--- config.mk ---
export PLATFORM = sky130hd
export DESIGN_NAME = if_stage
export DESIGN_NICKNAME = d
export VERILOG_FILES = /design/src/rtl/if_stage_pkg.sv /design/src/rtl/fd_reg.sv /design/src/rtl/if_stage.sv
export SDC_FILE = /design/constraint.sdc
export NUM_CORES = 1
export LEC_CHECK = 0
export BUFFER_PORTS_ARGS = -buffer_cell sky130_fd_sc_hd__buf_2
export CAP_MARGIN = 25
export CORE_ASPECT_RATIO = 0.6
export CORE_UTILIZATION = 41
export CTS_CLUSTER_SIZE = 30
export DETAILED_ROUTE_END_ITERATION = 8
export GPL_TIMING_DRIVEN = 0
export PLACE_DENSITY = 0.69
export SYNTH_ARGS = -nofsm -noshare
export SYNTH_HDL_FRONTEND = slang
export SYNTH_SLANG_ARGS = --single-unit
--- constraint.sdc ---
create_clock -name clk -period 2.3 [get_ports clk]
set_input_delay 0.46 -clock clk [delete_from_list [all_inputs] [get_ports clk]]
set_output_delay 0.46 -clock clk [all_outputs]
set_load 0.01 [all_outputs]
--- src/rtl/if_stage_pkg.sv ---
// Shared CPU constants and the fetch/decode pipeline payload type.
package if_stage_pkg;

    // First fetch address; also the lowest legal instruction address.
    localparam logic [31:0] CPU_PC_RESET = 32'h0000_3000;
    // Instruction memory depth in 32-bit words.
    localparam int          CPU_IM_WORDS = 4096;
    // Encoding used for bubbles and for words fetched from an illegal address.
    localparam logic [31:0] CPU_NOP      = 32'h0000_0000;

    // Contents of the F/D pipeline register.
    typedef struct packed {
        logic [31:0] instr;
        logic [31:0] pc;
        logic        valid;
        logic        adel;
    } fd_t;

    // A bubble carries no instruction, no address and no fault.
    localparam fd_t FD_BUBBLE = '{instr: CPU_NOP, pc: 32'h0, valid: 1'b0, adel: 1'b0};

endpackage

--- src/rtl/fd_reg.sv ---
// F/D pipeline register: reset > stall (hold) > clear (bubble) > load.
module fd_reg
    import if_stage_pkg::*;
(
    input  logic clk,
    input  logic reset,
    input  logic i_stall,
    input  logic i_clr,
    input  fd_t  i_fd,
    output fd_t  o_fd
);

    fd_t r_fd;

    // Pipeline register update with its own priority chain.
    always_ff @(posedge clk) begin
        // NOTE: sequential state uses non-blocking assignment so every register
        // samples the pre-edge values regardless of block ordering.
        if (reset) begin
            r_fd <= FD_BUBBLE;
        end else if (i_stall) begin
            r_fd <= r_fd;
        end else if (i_clr) begin
            r_fd <= FD_BUBBLE;
        end else begin
            r_fd <= i_fd;
        end
    end

    assign o_fd = r_fd;

endmodule

--- src/rtl/if_stage.sv ---
// Instruction fetch stage: PC register, next-PC selection, illegal-address
// detection and the F/D pipeline register.
module if_stage
    import if_stage_pkg::*;
#(
    parameter logic [31:0] PC_RESET = CPU_PC_RESET,
    parameter int          IM_WORDS = CPU_IM_WORDS
) (
    input  logic        clk,
    input  logic        reset,
    output logic [31:0] F_IM_PC,
    input  logic [31:0] F_IM_Instr,
    input  logic        stall,
    input  logic        npc_sel,
    input  logic [31:0] npc_target,
    input  logic        D_clr,
    output logic [31:0] D_Instr,
    output logic [31:0] D_PC,
    output logic        D_valid,
    output logic        D_AdEL
);

    // Highest legal word address, kept 33 bits wide so a window ending at the
    // top of the address space cannot wrap the comparison.
    localparam logic [32:0] PC_LAST = {1'b0, PC_RESET} + (33'(IM_WORDS) * 33'd4) - 33'd4;

    logic [31:0] r_pc;
    logic [31:0] w_pc_next;
    logic        w_illegal;
    fd_t         w_fetch;
    fd_t         w_fd;

    // Next-PC selection: stall holds, redirect jumps, otherwise sequential.
    // The redirect does not squash the word in fetch; it still enters F/D.
    always_comb begin
        // NOTE: default assignment first so no path leaves the signal
        // unassigned, which would otherwise infer a latch.
        w_pc_next = r_pc;
        if (!stall) begin
            if (npc_sel) begin
                w_pc_next = npc_target;
            end else begin
                w_pc_next = r_pc + 32'd4;
            end
        end
    end

    // PC register; F_IM_PC comes straight from it with no combinational input path.
    always_ff @(posedge clk) begin
        if (reset) begin
            r_pc <= PC_RESET;
        end else begin
            r_pc <= w_pc_next;
        end
    end

    assign F_IM_PC = r_pc;

    // Fetch result: a faulting address yields a NOP-valued, flagged instruction.
    always_comb begin
        w_illegal = (r_pc[1:0] != 2'b00) || (r_pc < PC_RESET) || ({1'b0, r_pc} > PC_LAST);
        w_fetch   = '{instr: F_IM_Instr, pc: r_pc, valid: 1'b1, adel: 1'b0};
        if (w_illegal) begin
            w_fetch.instr = CPU_NOP;
            w_fetch.adel  = 1'b1;
        end
    end

    fd_reg u_fd_reg (
        .clk     (clk),
        .reset   (reset),
        .i_stall (stall),
        .i_clr   (D_clr),
        .i_fd    (w_fetch),
        .o_fd    (w_fd)
    );

    assign D_Instr = w_fd.instr;
    assign D_PC    = w_fd.pc;
    assign D_valid = w_fd.valid;
    assign D_AdEL  = w_fd.adel;

endmodule

==> results.md <==
* Outcome: complete, no violations
* Initial antenna violation count at 0
* Post-Synth Adder-Cell Area at 0.284%
* Final setup vio count at 0
* CP Capture Type: register
* Drc violations at 0
* Largest family of logic cells by synthesized area: simple AND/OR/NAND/NOR gates
* Hold Fails Final Rpt at 0
* Pwr dens at 693 mW/mm²
* Crit start category: register
* Initial core utilization at between 40% and 50%
* Leak at 2.53 nW
* Cts bufs inserted at 9
* Max-Cap Viols at 0
* IO Port Bufs at 162
* Fmax at ~460 MHz
* Slew headroom at between 50% and 60%
* Die width at between 100 and 150 µm
* RSZ-0062 raised after global routing: no
* Compound-Gate Fraction of Synth Area at 21.5%
* Nets at between 700 and 800
* Clock Skew at 9.05 ps
* Peak supply drop at 0.464 mV
* Yosys warnings at 0
* Primary FF master, synth: dfxtp_1
* Clock Tree Buf Depth at 2
* First drt pass iteration count at 7
* Via/cell ratio at a little under 6
* Overflow after GRT at 0
* Post-DRT Antenna Nets at 0
* IO Pins at 167
* Power, Total at 3.97 mW
* Root Buffer: clkbuf_16
* N_diodes at 0
* Worst Max-Slew Pin Slew at 714 ps
* DIE HEIGHT at 82.3 µm
* CTS clk-pin slew, worst paths at approximately 70 ps
* Overall Global Routing Usage at a little over a quarter
* Syn_area_per_cell at 8.71 µm²
* Detailed Route Iter0 Violations at around 370
* Routed len/inst at around 19 µm
* WS Path Type: register to register
* Multiplexer share of the synthesized area at between 2 and 2.5%
* Core Box Area at 0.0102 mm²
* H-tree Lvls at 3
* Final setup margin at 139 ps
* Pin count of the biggest net entering global routing at 17
* Post-CTS Setup Bufs at 0
* Post-route setup TNS at 0 ps
* Worst slack, placed at 150 ps
* Yosys cell types at 54
* Post-DP HPWL at 11.8 mm
* CTS tree: built
* Placed cell areas at around 0.0054 mm²
* Number of cell rows at 28
* Required time worst endpoint at 2510 ps
* Worst EP arrival at 2370 ps
* Post-Syn Area at 0.00441 mm²
* Share of cells above drive strength 1 at between 30% and 40%
* Die area at 0.0112 mm²
* Sequential area share after synthesis at 44.5%
* Final WL at 15.6 mm
* Vias in the first global route at ~4200
* Crit path time final at 2160 ps
* CTS Sinks at 98
* Tightest Hold Check Type: input pin to register
* Syn_nets at between 500 and 600
* GP Congestion at 0.935
* Cell area after layout at 0.00573 mm²
* Final period util at 94.0%
* Placed insts at 803
* Syn Inst Count at roughly 510
* Area delta synth->final at 30.0%
* Synth async-reset ratio at 0%
* Max-slew violation count at 0
* Vias post-DR at 4756
* Post-synthesis simple-gate area fraction at 25.1%
* Multi-input logic area at between 0.002 and 0.0025 mm²
* First-pass GRT wire length at 22.7 mm
* Worst-skew pair later-pin latency at 350 ps
* Number of synthesized flops with an enable pin at 0
* Non-Filler Instances at about 800
* Sequential cell area at roughly 0.0020 mm²
* Fillers at 980
* Post-Synth XOR/XNOR Area at less than 1%
* Crit Path Max Fanout at 7
* Synth Register Bits at 98
state kept, by name (all words and copies together) (netlist names):
register       flops
F_IM_PC           32
u_fd_reg.o_fd     66
worst max-delay path, cell delays in order, from the launching register on:
cell	delay (ps)
dfxtp_1	450
ha_2	290
nand4_2	190
or3_4	470
nor4_2	300
mux2i_1	220
o22ai_1	90
worst paths after layout:
path	start	end	slack, ps	cells after the start
hold / removal	F_IM_Instr[6]	u_fd_reg.o_fd[40]$_SDFFE_PP0N_	320	2
setup / recovery	F_IM_PC[3]$_SDFFE_PP0N_	F_IM_PC[26]$_SDFFE_PP0N_	140	6
setup reg to reg	F_IM_PC[3]$_SDFFE_PP0N_	F_IM_PC[26]$_SDFFE_PP0N_	140	6
hold reg to reg	u_fd_reg.o_fd[44]$_SDFFE_PP0N_	u_fd_reg.o_fd[44]$_SDFFE_PP0N_	470	1
cells in the mapped netlist (5+ instances only):
cell type	count	area, µm²
o22ai_1	6	37.5
a211oi_1	6	45.0
a21oi_1	58	290
clkbuf_1	22	82.6
buf_4	5	37.5
nand2_1	32	120
o21ai_0	17	85.1
dfxtp_1	98	1960
mux2i_1	10	100
nor3b_1	27	203
clkbuf_8	5	68.8
a22o_1	32	280
nand4_1	5	31.3
inv_1	7	26.3
or3_1	5	31.3
nor4_1	7	43.8
nor2_1	64	240
nand3_1	13	65.1
buf_1	5	18.8
and3_1	5	31.3
nor3_1	20	100
cell usage in the layout (no fill, tap or decap), drive strengths merged, types with 2 or more instances in the layout:
master   count
a21oi       58
clkbuf      38
nor3        22
mux2i       10
or2          2
buf        176
o21a         3
a2bb2oi      2
nand2       33
nand4        9
clkinv       4
a31oi        4
a22oi        4
o21ai       17
bufinv       2
a311oi       2
nand3       14
a211oi       6
o22ai        6
dfxtp       98
a22o        32
o31ai        4
nor2        65
inv          7
and3         6
nor3b       27
nor2b        2
nand2b       3
or3          6
and4         3
nor4         9
final cells by class:
type,instances,area share (%)
Multi-Input combinational cell,359,38.0
Timing Repair Buffer,162,14.1
Clock inverter,5,1.51
Tap cell,135,2.95
Sequential cell,98,34.3
Buffer,41,4.19
Inverter,8,0.524
Clock buffer,11,4.41
repair_timing:
action / 4_1_cts / 5_1_grt
endpoints found under the setup margin: 0 / 1
hold buffers: 0 / 0
gates resized for setup: 0 / 2
logic make-up (layout without fill, tap and decap cells):
kind of cell               count (synthesis)  after routing
xor gates and xnor gates                   1              1
AOI/OAI and AO/OA                        145            145
adders and majority gates                  1              1
DFF                                       98             98
buffers and inverters                     49            227
and+or+nand+nor                          202            202
muxes                                     10             10
where the power goes:
part / leakage, nW / internal [mW] / switching, mW
clock: 0.166 / 1.02 / 0.675
combinational: 1.57 / 0.183 / 0.267
sequential: 0.797 / 1.75 / 0.0815
total: 2.53 / 2.95 / 1.02
layer usage:
layer	vias to the layer above	global-route usage [%]	routed length, µm
li1	2197	-	-
met1	2241	40.8	7110
met2	305	36.7	6190
met3	13	9.89	2190
met4	0	6.33	136
met5	-	0	0
through the flow:
step | util (%) | hold WS (ps)
after global routing | 56.4 | 321
after detailed placement | 53.0 | 460
after global placement | 53.0 | 457
final | 56.4 | 324
after CTS | 56.4 | 317
after floorplan | - | 483
No activity file was read; power rests on OpenSTA's default activity.
